[src/rtl/cndm_msi_irq_sched.sv]
// Round-robin MSI scheduler for the PCIe hard block cfg_interrupt_msi_* port.
// Define CNDM_MSI_STATS_EN to build the stat_sent/stat_fail counters.
module cndm_msi_irq_sched #(
    parameter int IRQ_N     = 32,
    parameter int FUNC_NUM  = 0,
    parameter int TIMEOUT   = 1024,
    parameter int RETRY_DLY = 16
) (
    input  logic             clk,
    input  logic             rst_n,
    input  logic [IRQ_N-1:0] irq_req,
    output logic [IRQ_N-1:0] irq_pending,
    output logic             busy,
    input  logic [3:0]       cfg_interrupt_msi_enable,
    input  logic [11:0]      cfg_interrupt_msi_mmenable,
    output logic [31:0]      cfg_interrupt_msi_int,
    input  logic             cfg_interrupt_msi_sent,
    input  logic             cfg_interrupt_msi_fail,
    output logic [1:0]       cfg_interrupt_msi_select,
    output logic [7:0]       cfg_interrupt_msi_function_number,
    output logic [31:0]      stat_sent,
    output logic [31:0]      stat_fail
);

    localparam int IW = (IRQ_N > 1) ? $clog2(IRQ_N) : 1;

    typedef enum logic [1:0] {
        IDLE,
        ISSUE,
        WAIT,
        BACKOFF
    } state_t;

    state_t          state;
    logic [IW-1:0]   rr_ptr;
    logic [IW-1:0]   grant;
    logic [4:0]      vec;
    logic [31:0]     timer;
    logic [31:0]     bcnt;

    logic            msi_en;
    logic [IW-1:0]   pick;
    logic [4:0]      pick_vec;
    logic [2:0]      mme_sh;
    logic [31:0]     mask;
    logic [31:0]     j;
    logic [IRQ_N-1:0] clr_vec;
    logic [IRQ_N-1:0] set_vec;
    logic [IW-1:0]   rr_next;
    logic            ev_sent;
    logic            ev_fail;
    logic            bo_done;
    logic            unused_ok;

    assign msi_en    = cfg_interrupt_msi_enable[0];
    assign unused_ok = ^{cfg_interrupt_msi_enable[3:1],
                         cfg_interrupt_msi_mmenable[11:3]};

    // first pending source at or after rr_ptr, wrapping
    always_comb begin
        pick = '0;
        j    = '0;
        for (int i = IRQ_N - 1; i >= 0; i--) begin
            j = (32'(rr_ptr) + 32'(i)) % 32'(IRQ_N);
            if (irq_pending[IW'(j)]) pick = IW'(j);
        end
    end

    always_comb begin
        mme_sh   = (cfg_interrupt_msi_mmenable[2:0] > 3'd5) ?
                   3'd5 : cfg_interrupt_msi_mmenable[2:0];
        mask     = (32'd1 << mme_sh) - 32'd1;
        pick_vec = 5'(32'(pick) & mask);
    end

    assign rr_next = (grant == IW'(IRQ_N - 1)) ? '0 : grant + IW'(1);
    assign bo_done = (bcnt == 32'(RETRY_DLY - 1));
    assign ev_sent = (state == WAIT) && cfg_interrupt_msi_sent;
    assign ev_fail = (state == WAIT) && !cfg_interrupt_msi_sent &&
                     (cfg_interrupt_msi_fail || timer == 32'(TIMEOUT - 1));

    always_comb begin
        clr_vec = '0;
        set_vec = '0;
        if (state == IDLE && msi_en && |irq_pending)
            clr_vec = IRQ_N'(1) << pick;
        if (state == BACKOFF && bo_done && !msi_en)
            set_vec = IRQ_N'(1) << grant;
    end

    always_ff @(posedge clk or negedge rst_n) begin
        if (!rst_n) begin
            state                 <= IDLE;
            irq_pending           <= '0;
            rr_ptr                <= '0;
            grant                 <= '0;
            vec                   <= '0;
            timer                 <= '0;
            bcnt                  <= '0;
            cfg_interrupt_msi_int <= '0;
        end else begin
            // a new request always wins over the grant clear
            irq_pending           <= (irq_pending & ~clr_vec) | irq_req | set_vec;
            cfg_interrupt_msi_int <= '0;
            unique case (state)
                IDLE: begin
                    if (msi_en && |irq_pending) begin
                        grant <= pick;
                        vec   <= pick_vec;
                        state <= ISSUE;
                    end
                end
                ISSUE: begin
                    cfg_interrupt_msi_int <= 32'd1 << vec;
                    timer                 <= '0;
                    state                 <= WAIT;
                end
                WAIT: begin
                    if (ev_sent) begin
                        rr_ptr <= rr_next;
                        state  <= IDLE;
                    end else if (ev_fail) begin
                        bcnt  <= '0;
                        state <= BACKOFF;
                    end else begin
                        timer <= timer + 32'd1;
                    end
                end
                BACKOFF: begin
                    if (bo_done)
                        state <= msi_en ? ISSUE : IDLE;
                    else
                        bcnt <= bcnt + 32'd1;
                end
                default: state <= IDLE;
            endcase
        end
    end

    assign busy                              = (state != IDLE);
    assign cfg_interrupt_msi_select          = 2'b00;
    assign cfg_interrupt_msi_function_number = 8'(FUNC_NUM);

`ifdef CNDM_MSI_STATS_EN
    always_ff @(posedge clk or negedge rst_n) begin
        if (!rst_n) begin
            stat_sent <= '0;
            stat_fail <= '0;
        end else begin
            if (ev_sent) stat_sent <= stat_sent + 32'd1;
            if (ev_fail) stat_fail <= stat_fail + 32'd1;
        end
    end
`else
    assign stat_sent = '0;
    assign stat_fail = '0;
`endif

endmodule

[config.mk]
export PLATFORM = sky130hd
export DESIGN_NAME = cndm_msi_irq_sched
export DESIGN_NICKNAME = d
export VERILOG_FILES = /design/src/rtl/cndm_msi_irq_sched.sv
export SDC_FILE = /design/constraint.sdc
export NUM_CORES = 1
export LEC_CHECK = 0
export CELL_PAD_IN_SITES_DETAIL_PLACEMENT = 2
export CELL_PAD_IN_SITES_GLOBAL_PLACEMENT = 2
export CORE_MARGIN = 4
export CORE_UTILIZATION = 38
export CTS_CLUSTER_DIAMETER = 30
export DETAILED_ROUTE_END_ITERATION = 8
export HOLD_SLACK_MARGIN = 0.06
export PLACE_DENSITY_LB_ADDON = 0.1
export SLEW_MARGIN = 0
export SYNTH_ARGS = -nofsm -noshare
export SYNTH_HDL_FRONTEND = slang
export SYNTH_SLANG_ARGS = --single-unit
[constraint.sdc]
create_clock -name clk -period 14.6 [get_ports clk]
set_input_delay 2.92 -clock clk [delete_from_list [all_inputs] [get_ports clk]]
set_output_delay 2.92 -clock clk [all_outputs]
set_load 0.02 [all_outputs]
==> run_results.csv, run 1 <==
group,metric,value,unit
clocking,worst_skew_pair.late_latency,0.43,ns
power_and_ir_drop,p_comb_share,64.5,%
logic_synthesis,yosysMostFrequentCell,"nor2_1",
clocking,cts_hold_buf,0,
power_and_ir_drop,power.switching,1.375,mW
clocking,clock_sinks,145,
floorplan,start_util,38.80,%
logic_synthesis,ys_seq_elements,145,
clocking,htree_levels,4,
logic_synthesis,synth.distinct_cells,91,
grt,grt_pass1_vias,14800,
routing,vias_per_cell,6.463,
logic_synthesis,syn_avg_cell_area,9.222,um^2
placement,gp_congestion,0.9809,
power_and_ir_drop,vdd_drop_max,0.08486,mV
power_and_ir_drop,p_per_area,159.6,nW/um^2
power_and_ir_drop,intPower,1.244,mW
logic_synthesis,async_flop_share,100.0,%
power_and_ir_drop,p_leak,6.044,nW
logic_synthesis,synth_cells,1596,
logic_synthesis,synth_largest_area_cell,"dfrtp_1",
grt,grt_max_degree,81,
grt,grt_use_met1,37.51,%
critical_path,cp_slowest_stage_delay,1.23,ns
timing,rsz0062_at_grt,"no",
routing,vias,13930,
logic_synthesis,synthTopCellsByArea,"dfrtp_1 25%, mux4_2 17%, mux2i_1 4.8%",
clocking,root_buffer,"clkbuf_16",
timing,max_slew_margin,-0.2173,%
timing,setup_viol,0,
clocking,cts-resized-gates,0,
routing,drt_iter0_drc,1193,
grt,grt_pass1_wl,93.18,mm
logic_synthesis,yosysWarnings,0,
critical_path,crit_chain,"buf_4, inv_2, ha_1, inv_1, nand2_1, o32ai_1, nor4_1, or2_2, o21ai_1, o21bai_1, a2111oi_0, o31ai_1, a21o_1, nand3_1, a221o_1",
logic_synthesis,ys_seq_area_share,24.65,%
power_and_ir_drop,seqPwrFrac,18.0,%
timing,period_share,46.85,%
critical_path,end_kind,"register",
logic_synthesis,synthFlopType,"dfrtp_1",
floorplan,core_area,37930,um^2
routing,drc,0,
critical_path,start_kind,"register",
critical_path,required,14.91,ns
timing,skew,0.01424,ns
timing,min_period,6.841,ns
critical_path,criticalPathCategory,"reg -> reg",
timing,tightestPinTransition,1.490,ns
critical_path,crit_fanout,37,
timing,fin_ws,7.759,ns
run,drv_cap,1,
logic_synthesis,synth-edff-count,0,
timing,setup_tns,0,ns
run_status,outcome,"complete, but fails checks",
final_layout,drive_above_1_share,16.31,%
critical_path,crit_arrival,7.15,ns
placement,port_buffers,104,
logic_synthesis,synth_top_area_share,24.65,%
routing,wl,62.11,mm
grt,use_met3,5.699,%
final_layout,nets,1703,
floorplan,dieWidth,204.8,um
routing,antenna_left,0,
logic_synthesis,synth_commonest_cells,"166 x nor2_1, 145 x dfrtp_1, 112 x nand2_1",
placement,post-dp-hpwl,46.22,mm
hold_path,min_path_type,"reg -> reg",
logic_synthesis,netlist_area,14720,um^2
final_layout,areaGrowthSynthToFinish,11.53,%
clocking,cts_inserted_buffers,17,
routing,drt_pre_antenna_iters,5,
placement,place_worst_setup_slack,7.953,ns
grt,grt_util_all_layers,29.10,%
clocking,cts_buffer_depth,2,
timing,fmax,146.2,MHz
floorplan,row_count,71,
floorplan,die_height,204.8,um
grt,grt-ovfl-total,0,
grt,use_met2,48.45,%
floorplan,ios,191,
timing,maxSlewViolCount,1,
floorplan,die_area,41940,um^2
critical_path,crit_slowest_cell,"nor4_1",
grt,top_usage_layer,"met2",
clocking,cts_tree,"done",
routing,wire_per_inst,28.82,um
grt,antenna_found_initial,2,
power_and_ir_drop,p_clk_share,17.5,%
clocking,postCtsSetupBuffers,0,
run_status,violations,"max-capacitance violations, max-slew violations",
clocking,cts.clk_slew.worst_paths,0.07,ns
timing,hold_viol_final,0,
power_and_ir_drop,sw_frac_of_total,52.49,%
-- path summary, 6_finish.rpt --
kind / end / start / cells after the start / slack [ns]
min in group asynchronous: cfg_interrupt_msi_int[2] / rst_n / 1 / 2.52
max reg2reg: irq_pending[9] / rr_ptr[2] / 15 / 7.76
max: irq_pending[9] / rr_ptr[2] / 15 / 7.76
max in group asynchronous: rr_ptr[0] / rst_n / 2 / 10.61
min reg2reg: bcnt[3] / bcnt[3] / 1 / 0.52
min: bcnt[3] / bcnt[3] / 1 / 0.52
-- metal layers --
| layer | share of wire [%] | vias to the layer above |
|---|---|---|
| met5 | 0.019 | - |
| met4 | 4.0 | 2 |
| met3 | 7.4 | 149 |
| met2 | 47 | 652 |
| met1 | 42 | 7144 |
| li1 | - | 5980 |
-- sequential cells by signal, indices dropped and copies added (netlist names) --
register and flops:
timer 32, irq_pending 32, bcnt 32, vec 5, rr_ptr 5, grant 5, cfg_interrupt_msi_int 32, state 2
-- cells by family after synthesis --
logic type	count (synthesis)	share of synthesized area (%)
other cells	1	0.02548
xor+xnor	75	4.616
buf+inv	222	8.391
compound gates	354	16.95
fa+ha+maj	21	1.785
simple gates	544	17.89
mux	234	25.69
flops	145	24.65
-- metrics by stage --
stage | util, % | area, um^2 | hold slack [ns] | power [mW] | std cells
after floorplan | - | 14990 | 0.4560 | 1.652 | 1669
after global placement | 41.65 | 15800 | 0.4872 | 2.099 | 2122
after detailed placement | 41.65 | 15800 | 0.5061 | 2.131 | 2122
after CTS | 43.27 | 16410 | 0.5265 | 2.600 | 2154
after global routing | 43.27 | 16410 | 0.5591 | 2.749 | 2154
final | 43.27 | 16410 | 0.5229 | 2.619 | 2155
-- area by class of cell --
cell class	count	area, um^2
clock buffer	18	439.2
clock inverter	14	175.2
timing repair buffer	133	1260
sequential	145	3636
inverter	31	116.4
tap	511	639.4
fill	4145	21520
multi-input combinational	1302	10150
antenna	1	2.502
-- critical path, delay by kind of cell (launching register included) --
kind            cells  cell delay, ns
simple gates        4            1.93
compound gates      7            2.34
flops               1            0.32
buf+inv             3            0.91
fa+ha+maj           1            1.14
-- power by group through the flow --
stage	Combinational (mW)	Clock, mW	Sequential (mW)
after floorplan	1.21	0	0.444
after global placement	1.62	0	0.475
after detailed placement	1.65	0	0.477
after CTS	1.66	0.470	0.470
after global routing	1.79	0.489	0.474
final	1.69	0.459	0.470
-- cell usage in the layout, fill, tap and decap left out, types with 7 or more instances in the layout --
cell type / count
buf_4: 29
or3_1: 19
a31oi_1: 11
inv_1: 25
o22ai_1: 9
ha_1: 21
nand2_1: 112
xnor2_1: 35
conb_1: 74
clkdlybuf4s50_1: 103
nor3_1: 29
a22oi_1: 10
a21o_1: 9
mux2i_1: 70
nand3_1: 85
mux2_2: 51
a211oi_1: 23
nand4_1: 18
a221o_1: 32
o211ai_1: 8
and2_1: 17
and3_1: 24
o21ai_0: 87
nor4_1: 26
a211o_1: 9
mux4_2: 108
o31ai_1: 10
a21oi_1: 63
nor2_1: 165
dfrtp_1: 141
xor2_1: 35
clkbuf_16: 17
nand3b_1: 7
nand2b_1: 10
Power figures use the tool's default switching activity.
==> run 2, diff against run 1 <==
- CORE_UTILIZATION: 38 -> 36
- clock period: 14.6 -> 6.7 ns (I/O delays scaled with it)
==> run 2 against run 1 <==
Compared with the run above:
- the run now ends clean
- design area increased by 1.0%
- via count increased by 1.4%
- fmax increased by 12%
- clock power increased by 120%
- sequential share of layout area decreased by 0.23 points
- hold slack got worse by 0.014 ns
- non-clock buffer count increased by 23
- flip-flop and latch count unchanged
- clock skew decreased by 0.0047 ns
- critical path depth decreased by 1
- worst setup slack got worse by 7.2 ns
- largest power group unchanged
- highest routed layer is now met4
==> run_results.csv, run 2 (synthesis results as in run 1) <==
group,metric,value,unit
run_status,outcome,"finished, final reports clean",
clocking,cts_tree,"done",
routing,vias_per_cell,6.446,
routing,antenna_left,0,
placement,port_buffers,104,
critical_path,crit_arrival,6.44,ns
critical_path,cp_slowest_stage_delay,0.90,ns
grt,use_met3,5.179,%
grt,grt_util_all_layers,28.30,%
critical_path,regToRegSetupSlack,0.57,ns
timing,rsz0062_at_grt,"no",
timing,fin_ws,0.5720,ns
timing,setup_viol,0,
hold_path,hold_depth,1,
clocking,cts.clk_slew.worst_paths,0.06,ns
clocking,cts_buffer_depth,2,
final_layout,final_common_cell,"nor2_1",
run,drv_cap,0,
routing,wl,64.17,mm
critical_path,reg2reg_from,"rr_ptr[0]",
critical_path,reg2reg_to,"irq_pending[2]",
routing,drt_iter0_drc,1036,
clocking,cts-resized-gates,0,
timing,skew,0.009566,ns
floorplan,dieWidth,210.2,um
final_layout,drive_above_1_share,17.41,%
final_layout,fin_cells,2191,
clocking,postCtsSetupBuffers,0,
critical_path,reg2reg_depth,14,
clocking,cts_hold_buf,0,
critical_path,required,7.02,ns
critical_path,start_kind,"register",
timing,max_slew_margin,25.00,%
grt,grt_pass1_vias,15020,
floorplan,core_area,40100,um^2
floorplan,die_height,210.2,um
final_layout,antenna_cells,0,
floorplan,row_count,73,
final_layout,areaGrowthSynthToFinish,12.68,%
timing,hold_viol_final,0,
timing,maxSlewViolCount,0,
critical_path,crit_path_frequent_cell,"mux2_2",
grt,top_usage_layer,"met2",
clocking,clock_sinks,145,
placement,place_worst_setup_slack,0.6140,ns
final_layout,layout_common_cells,"165 x nor2_1, 141 x dfrtp_1, 112 x nand2_1",
critical_path,end_kind,"register",
critical_path,criticalPathCategory,"reg -> reg",
placement,numPlacedInstances,2159,
power_and_ir_drop,p_per_area,351.8,nW/um^2
power_and_ir_drop,vdd_drop_max,0.2165,mV
power_and_ir_drop,p_leak,6.150,nW
grt,grt_use_met1,36.24,%
timing,setup_tns,0,ns
grt,grt_pass1_wl,96.01,mm
routing,drc,0,
placement,post-dp-hpwl,48.35,mm
hold_path,hold_start,"bcnt[2]",
grt,grt-ovfl-total,0,
critical_path,crit_chain,"inv_2, ha_1, mux4_2, mux2i_1, mux2_2, mux2_2, o22ai_1, or3_1, a2111o_1, o211ai_1, a21oi_1, a211oi_4, nand3_1, a221o_1",
grt,grt_max_degree,94,
hold_path,min_path_type,"reg -> reg",
routing,vias,14120,
clocking,worst_skew_pair.late_latency,0.45,ns
timing,fmax,163.2,MHz
clocking,htree_levels,4,
timing,min_period,6.128,ns
placement,gp_congestion,0.9889,
final_layout,nets,1726,
floorplan,ios,191,
critical_path,crit_fanout,17,
timing,tightestPinTransition,1.121,ns
final_layout,fillerInstances,4401,
routing,drt_pre_antenna_iters,5,
grt,use_met2,47.01,%
clocking,cts_inserted_buffers,17,
critical_path,crit_slowest_cell,"ha_1",
timing,period_share,91.46,%
floorplan,die_area,44180,um^2
hold_path,hold_end,"bcnt[2]",
floorplan,start_util,36.71,%
grt,antenna_found_initial,0,
clocking,root_buffer,"clkbuf_16",
routing,wire_per_inst,29.29,um
## run 2: layer usage
metal | routed length (um) | vias up | part of all wire (%)
met1 | 25970 | 7257 | 40
met5 | 0 | - | 0
li1 | - | 6016 | -
met4 | 3131 | 0 | 4.9
met3 | 4633 | 195 | 7.2
met2 | 30430 | 655 | 47
## run 2: layout make-up
cell class | instances | area [um^2] | share of cell area (%)
multi-input cells | 1302 | 10150 | 61.18
flip-flops and latches | 145 | 3636 | 21.93
repair buffers | 156 | 1433 | 8.639
well taps | 525 | 656.9 | 3.961
clock buffers | 19 | 442.9 | 2.671
clock inverters | 13 | 152.6 | 0.9205
inverters | 31 | 116.4 | 0.7017
## run 2: power by group
group	internal (mW)	switching (mW)
sequential	0.921	0.0806
clock	0.566	0.433
combinational	1.29	2.54
total	2.78	3.05
## run 2: worst max-delay path by stage
| stage | start | endpoint | slack [ns] | cells past startpoint |
|---|---|---|---|---|
| CTS | rr_ptr[0] | irq_pending[2] | 0.60 | 14 |
| detailed placement | rr_ptr[0] | irq_pending[2] | 0.61 | 14 |
| global route | rr_ptr[0] | irq_pending[2] | 0.31 | 14 |
| floorplan | rr_ptr[1] | irq_pending[15] | 1.10 | 20 |
| global placement | rr_ptr[0] | irq_pending[18] | 0.80 | 12 |
| finish | rr_ptr[0] | irq_pending[2] | 0.57 | 14 |
## run 2: metrics by stage
| step | total power, mW | cell area, um^2 | utilization (%) | hold WS, ns |
|---|---|---|---|---|
| after global placement | 4.691 | 15990 | 39.87 | 0.4886 |
| after CTS | 5.788 | 16580 | 41.36 | 0.5106 |
| final | 5.834 | 16580 | 41.36 | 0.5085 |
| after global routing | 6.103 | 16580 | 41.36 | 0.5466 |
| after floorplan | 3.601 | 14990 | - | 0.4560 |
| after detailed placement | 4.786 | 15990 | 39.87 | 0.5033 |
## run 2: worst max-delay path: cells and delay by family, from the launching register on
kind	cells	cell delay (ns)
flops	1	0.58
compound gates	6	2.13
mux	4	1.70
simple gates	2	0.56
fa+ha+maj	1	0.90
buf+inv	1	0.10
